===== config.mk =====
export PLATFORM = sky130hd
export DESIGN_NAME = dest_hazard_unit
export DESIGN_NICKNAME = d
export VERILOG_FILES = /design/src/rtl/dest_hazard_unit.sv
export SDC_FILE = /design/constraint.sdc
export NUM_CORES = 1
export LEC_CHECK = 0
export CORE_MARGIN = 3
export CORE_UTILIZATION = 51
export DETAILED_ROUTE_END_ITERATION = 10
export PLACE_DENSITY_LB_ADDON = 0.05
export SYNTH_ARGS = -nofsm -noshare
export SYNTH_HDL_FRONTEND = slang
export SYNTH_SLANG_ARGS = --single-unit

===== constraint.sdc =====
create_clock -name clk -period 4.1 [get_ports clk]
set_input_delay 0.615 -clock clk [delete_from_list [all_inputs] [get_ports clk]]
set_output_delay 0.615 -clock clk [all_outputs]
set_load 0.03 [all_outputs]

===== src/rtl/dest_hazard_unit.sv =====
// Follows each instruction's write-destination register through EX, MEM and WB.
// Produces EX operand forwarding selects, the ID load-use stall and the WB write port.
module dest_hazard_unit #(
  parameter int REG_W = 5
) (
  input  logic             clk,
  input  logic             rst_n,
  input  logic             id_valid,
  input  logic [REG_W-1:0] id_rs,
  input  logic [REG_W-1:0] id_rt,
  input  logic             id_uses_rt,
  input  logic [REG_W-1:0] id_wreg,
  input  logic             id_regwrite,
  input  logic             id_memread,
  input  logic             flush,
  output logic             stall,
  output logic [1:0]       fwd_a,
  output logic [1:0]       fwd_b,
  output logic [REG_W-1:0] ex_wreg,
  output logic [REG_W-1:0] wb_wreg,
  output logic             wb_regwrite
);

  localparam logic [REG_W-1:0] ZERO_REG = {REG_W{1'b0}};

  logic [REG_W-1:0] ex_rs_r;
  logic [REG_W-1:0] ex_rt_r;
  logic [REG_W-1:0] ex_wreg_r;
  logic             ex_uses_rt_r;
  logic             ex_regwrite_r;
  logic             ex_memread_r;
  logic [REG_W-1:0] mem_wreg_r;
  logic             mem_regwrite_r;
  logic [REG_W-1:0] wb_wreg_r;
  logic             wb_regwrite_r;

  logic             stall_s;
  logic             bubble_s;
  logic [1:0]       fwd_a_s;
  logic [1:0]       fwd_b_s;

  // Register 0 is hard-wired, so it never counts as a dependency.
  function automatic logic reg_hit(input logic [REG_W-1:0] dst, input logic [REG_W-1:0] src);
    return (dst != ZERO_REG) && (dst == src);
  endfunction

  // Newest producer wins: MEM is checked before WB.
  function automatic logic [1:0] fwd_sel(
    input logic [REG_W-1:0] src,
    input logic             mem_rw,
    input logic [REG_W-1:0] mem_wr,
    input logic             wb_rw,
    input logic [REG_W-1:0] wb_wr
  );
    logic [1:0] sel;
    if (mem_rw && reg_hit(mem_wr, src)) begin
      sel = 2'b01;
    end else if (wb_rw && reg_hit(wb_wr, src)) begin
      sel = 2'b10;
    end else begin
      sel = 2'b00;
    end
    return sel;
  endfunction

  // Load-use detection and forwarding-select decode.
  always_comb begin
    stall_s = 1'b0;
    fwd_a_s = 2'b00;
    fwd_b_s = 2'b00;
    if (id_valid && ex_memread_r && ex_regwrite_r &&
        (reg_hit(ex_wreg_r, id_rs) || (id_uses_rt && reg_hit(ex_wreg_r, id_rt)))) begin
      stall_s = 1'b1;
    end else begin
      stall_s = 1'b0;
    end
    fwd_a_s = fwd_sel(ex_rs_r, mem_regwrite_r, mem_wreg_r, wb_regwrite_r, wb_wreg_r);
    if (ex_uses_rt_r) begin
      fwd_b_s = fwd_sel(ex_rt_r, mem_regwrite_r, mem_wreg_r, wb_regwrite_r, wb_wreg_r);
    end else begin
      fwd_b_s = 2'b00;
    end
  end

  assign bubble_s = stall_s | flush;

  // Pipeline advance: MEM and WB always shift; EX takes ID or a bubble.
  always_ff @(posedge clk or negedge rst_n) begin
    if (!rst_n) begin
      ex_rs_r        <= ZERO_REG;
      ex_rt_r        <= ZERO_REG;
      ex_wreg_r      <= ZERO_REG;
      ex_uses_rt_r   <= 1'b0;
      ex_regwrite_r  <= 1'b0;
      ex_memread_r   <= 1'b0;
      mem_wreg_r     <= ZERO_REG;
      mem_regwrite_r <= 1'b0;
      wb_wreg_r      <= ZERO_REG;
      wb_regwrite_r  <= 1'b0;
    end else begin
      wb_wreg_r      <= mem_wreg_r;
      wb_regwrite_r  <= mem_regwrite_r;
      mem_wreg_r     <= ex_wreg_r;
      mem_regwrite_r <= ex_regwrite_r;
      if (bubble_s) begin
        ex_rs_r       <= ZERO_REG;
        ex_rt_r       <= ZERO_REG;
        ex_wreg_r     <= ZERO_REG;
        ex_uses_rt_r  <= 1'b0;
        ex_regwrite_r <= 1'b0;
        ex_memread_r  <= 1'b0;
      end else begin
        ex_rs_r       <= id_rs;
        ex_rt_r       <= id_rt;
        ex_wreg_r     <= id_wreg;
        ex_uses_rt_r  <= id_uses_rt;
        ex_regwrite_r <= id_valid & id_regwrite;
        ex_memread_r  <= id_valid & id_memread;
      end
    end
  end

  assign stall       = stall_s;
  assign fwd_a       = fwd_a_s;
  assign fwd_b       = fwd_b_s;
  assign ex_wreg     = ex_wreg_r;
  assign wb_wreg     = wb_wreg_r;
  assign wb_regwrite = wb_regwrite_r;

endmodule


==> impl_results.md <==
* Outcome: complete, no violations
* Static Leak at 0.8122 nW
* Drt total wl at 2894 um
* Worst hold stages at 0
* PostCTS Resize Cnt at 0
* Synth top area cells: dfrtp_1, xnor2_1, xor2_1, nand2b_1, a21oi_1
* Required @ worst endpoint at 3.48 ns
* Post-synthesis sequential area ratio at 54.01%
* Top cell type's share of synthesized area at 54.01%
* Final Non-Filler Cells at 198
* Post-synth top area cell: dfrtp_1
* Max_cap viols at 0
* Clock Latency Late Sink at 0.33 ns
* First-pass GRT wire length at 4816 um
* R2R Path End: ex_rs_r[4]
* Synth cell count leaders: dfrtp_1, a21oi_1, xnor2_1
* Vias in the first global route at 1026
* Primary FF master, synth: dfrtp_1
* Max frequency at 0.3081 GHz
* Largest net degree at the start of global routing at 31
* Fin util at 74.04%
* P&R area growth vs syn at 35.55%
* Layout cells sized above 1 at 9.524%
* Post-CTS Hold Fix Bufs at 0
* Final period utilization at 79.15%
* Core area at 2545 um2
* Cell area after synthesis at 1390 um2
* Setup crit start kind: input pin
* Total CTS buffers at 5
* CP Capture Type: primary output
* Number of synthesized flops with an enable pin at 0
* Post-Synth Adder-Cell Area at 0%
* Setup TNS after final layout at 0 ns
* Y dimension of the die at 58.21 um
* Dpl ws at 0.8993 ns
* ANT cells at 0
* TritonRoute pass-1 iters at 4
* Simple logic cell fraction of the synthesized area at 17.01%
* Tightest Pin Transition at 0.4483 ns
* Root buf cell: clkbuf_4
* Worst Path Arrival at 2.63 ns
* PwrDens at 352.3 nW/um2
* Reg-to-reg startpoint: ex_wreg[4]
* Initial core utilization at 54.62%
* DR WL/cell at 14.62 um
* GP Congestion at 0.7825
* WHS Endpoint: mem_regwrite_r
* Cell count after synthesis at 123
* Crit-path max FO at 19
* CTS tree: yes
* Largest family of logic cells by synthesized area: XOR/XNOR gates
* Compound-Gate Fraction of Synth Area at 9.091%
* Seq cells post-synth at 30
* Critical path startpoint: id_rs[4]
* Max-slew violations at 0
* Top-count cell post-synth: dfrtp_1
* Ys Warns at 0
* GR Util All Layers at 19.51%
* Worst reg2reg setup slack at 2.62 ns
* Setup Skew at 0.01135 ns
* Dpl hpwl at 2186 um
* Hold_sp: ex_regwrite_r
* Yosys cell types at 21
* DR vias/cell at 5.217
* # IOs at 38
* DRT iter0 DRCs at 35
* Endpoints failing setup at 0
* Worst hold path class: flip-flop to flip-flop
* Clock tree sinks at 30
* Final worst slack at 0.8548 ns
* Clock buffer depth at 2
* Xor and xnor fraction of the mapped netlist area at 18.90%
* Initial antenna violation count at 0
* CTS HTree Levels at 2
* Mux contribution to synthesized area at 0%
* Fillers at 190
* Gr ovfl total at 0
* RSZ-0062 raised after global routing: no
* DRC at 0
* Port bufs at 37
* Cells on worst reg2reg path at 5
* Synth async-reset ratio at 100.0%
* DP Cell Count at 190
* Final Hold Fails at 0
* Detail Route Antenna Nets at 0
* Crit path time final at 3.245 ns
* Critical path type: input pin to primary output
* Fin nets at 189
* FP Rows at 18
* Via count at 1033
* Synthesized area per cell at 11.30 um2
* Chip Width at 58.21 um
* Syn nets at 145
* Slew HR at 70.02%
* Post-CTS setup buffers at 0
* VDD IR max at 0.3086 mV
* Die ar. at 3388 um2
* CTS clk-pin slew, worst paths at 0.09 ns
## registers in the layout, summed over array words and instances (netlist names)
name and count:
ex_regwrite_r 1, mem_regwrite_r 1, ex_memread_r 1, ex_uses_rt_r 1
ex_rt_r 5, wb_regwrite 1, ex_wreg 5, wb_wreg 5
ex_rs_r 5, mem_wreg_r 5
## how the worst max path moves through the flow
stage               end  slack, ns  cells after the start
6_report          stall       0.85                      7
5_1_grt           stall       0.79                      7
4_1_cts           stall       0.85                      7
3_5_place_dp      stall       0.90                      7
3_3_place_gp      stall       0.92                      7
2_1_floorplan  fwd_a[1]       1.59                      4
## metal layers
layer | routed length [um] | track usage, %
met1 | 1205 | 24.27
met2 | 1420 | 30.32
met3 | 196 | 6.459
met4 | 71 | 9.934
met5 | 0 | 0
## critical path, stage by stage
cell	delay [ns]
clkdlybuf4s50_1	0.50
xnor2_1	0.15
nand3_1	0.13
o22ai_2	0.18
buf_4	0.24
and2_1	0.15
clkdlybuf4s50_1	0.67
## layout make-up
type | count | area [um2] | share of cell area, %
Timing Repair Buffer | 40 | 392.9 | 20.85
Clock buffer | 5 | 37.54 | 1.992
Multi-Input combinational cell | 90 | 625.6 | 33.20
Tap cell | 30 | 37.54 | 1.992
Clock inverter | 3 | 40.04 | 2.125
Sequential cell | 30 | 750.7 | 39.84
## cells by family after synthesis
kind of cell / Yosys count
simple gates: 38
xor+xnor: 30
flops: 30
compound gates: 22
buf+inv: 3
## power by group
group	total, mW	switching, mW	leakage [nW]	internal [mW]
Combinational	0.103	0.0476	0.378	0.0555
Sequential	0.329	0.0184	0.389	0.310
Clock	0.232	0.106	0.0450	0.126
Total	0.664	0.172	0.812	0.492
## through the flow
| stage | total power, mW | instance area (um2) | hold slack, ns |
|---|---|---|---|
| final | 0.6638 | 1884 | 0.3927 |
| after global routing | 0.6923 | 1884 | 0.4043 |
| after CTS | 0.6708 | 1884 | 0.3924 |
| after detailed placement | 0.4383 | 1807 | 0.3696 |
| after global placement | 0.4348 | 1807 | 0.3653 |
| after floorplan | 0.3851 | 1390 | 0.3194 |
## cell usage in the layout, fill, tap and decap left out
| cell type | Yosys | routed |
|---|---|---|
| o21ai_1 | 1 | 1 |
| nand4_1 | 1 | 1 |
| nor4_1 | 2 | 2 |
| a21oi_1 | 17 | 17 |
| o21ai_2 | 1 | 1 |
| clkdlybuf4s50_1 | 0 | 37 |
| o22ai_2 | 1 | 1 |
| xor2_1 | 13 | 13 |
| or4_1 | 2 | 2 |
| and2_1 | 2 | 2 |
| xnor2_1 | 17 | 17 |
| buf_4 | 0 | 3 |
| dfrtp_1 | 30 | 30 |
| nand2_1 | 4 | 4 |
| nor2_1 | 1 | 1 |
| bufinv_16 | 0 | 1 |
| nand3_1 | 5 | 5 |
| clkinv_2 | 0 | 2 |
| nor4_2 | 2 | 2 |
| nand2b_1 | 16 | 16 |
| nor3_1 | 2 | 2 |
| clkbuf_4 | 0 | 5 |
| a211oi_1 | 2 | 2 |
| or4_4 | 1 | 1 |
Power figures use the tool's default switching activity.
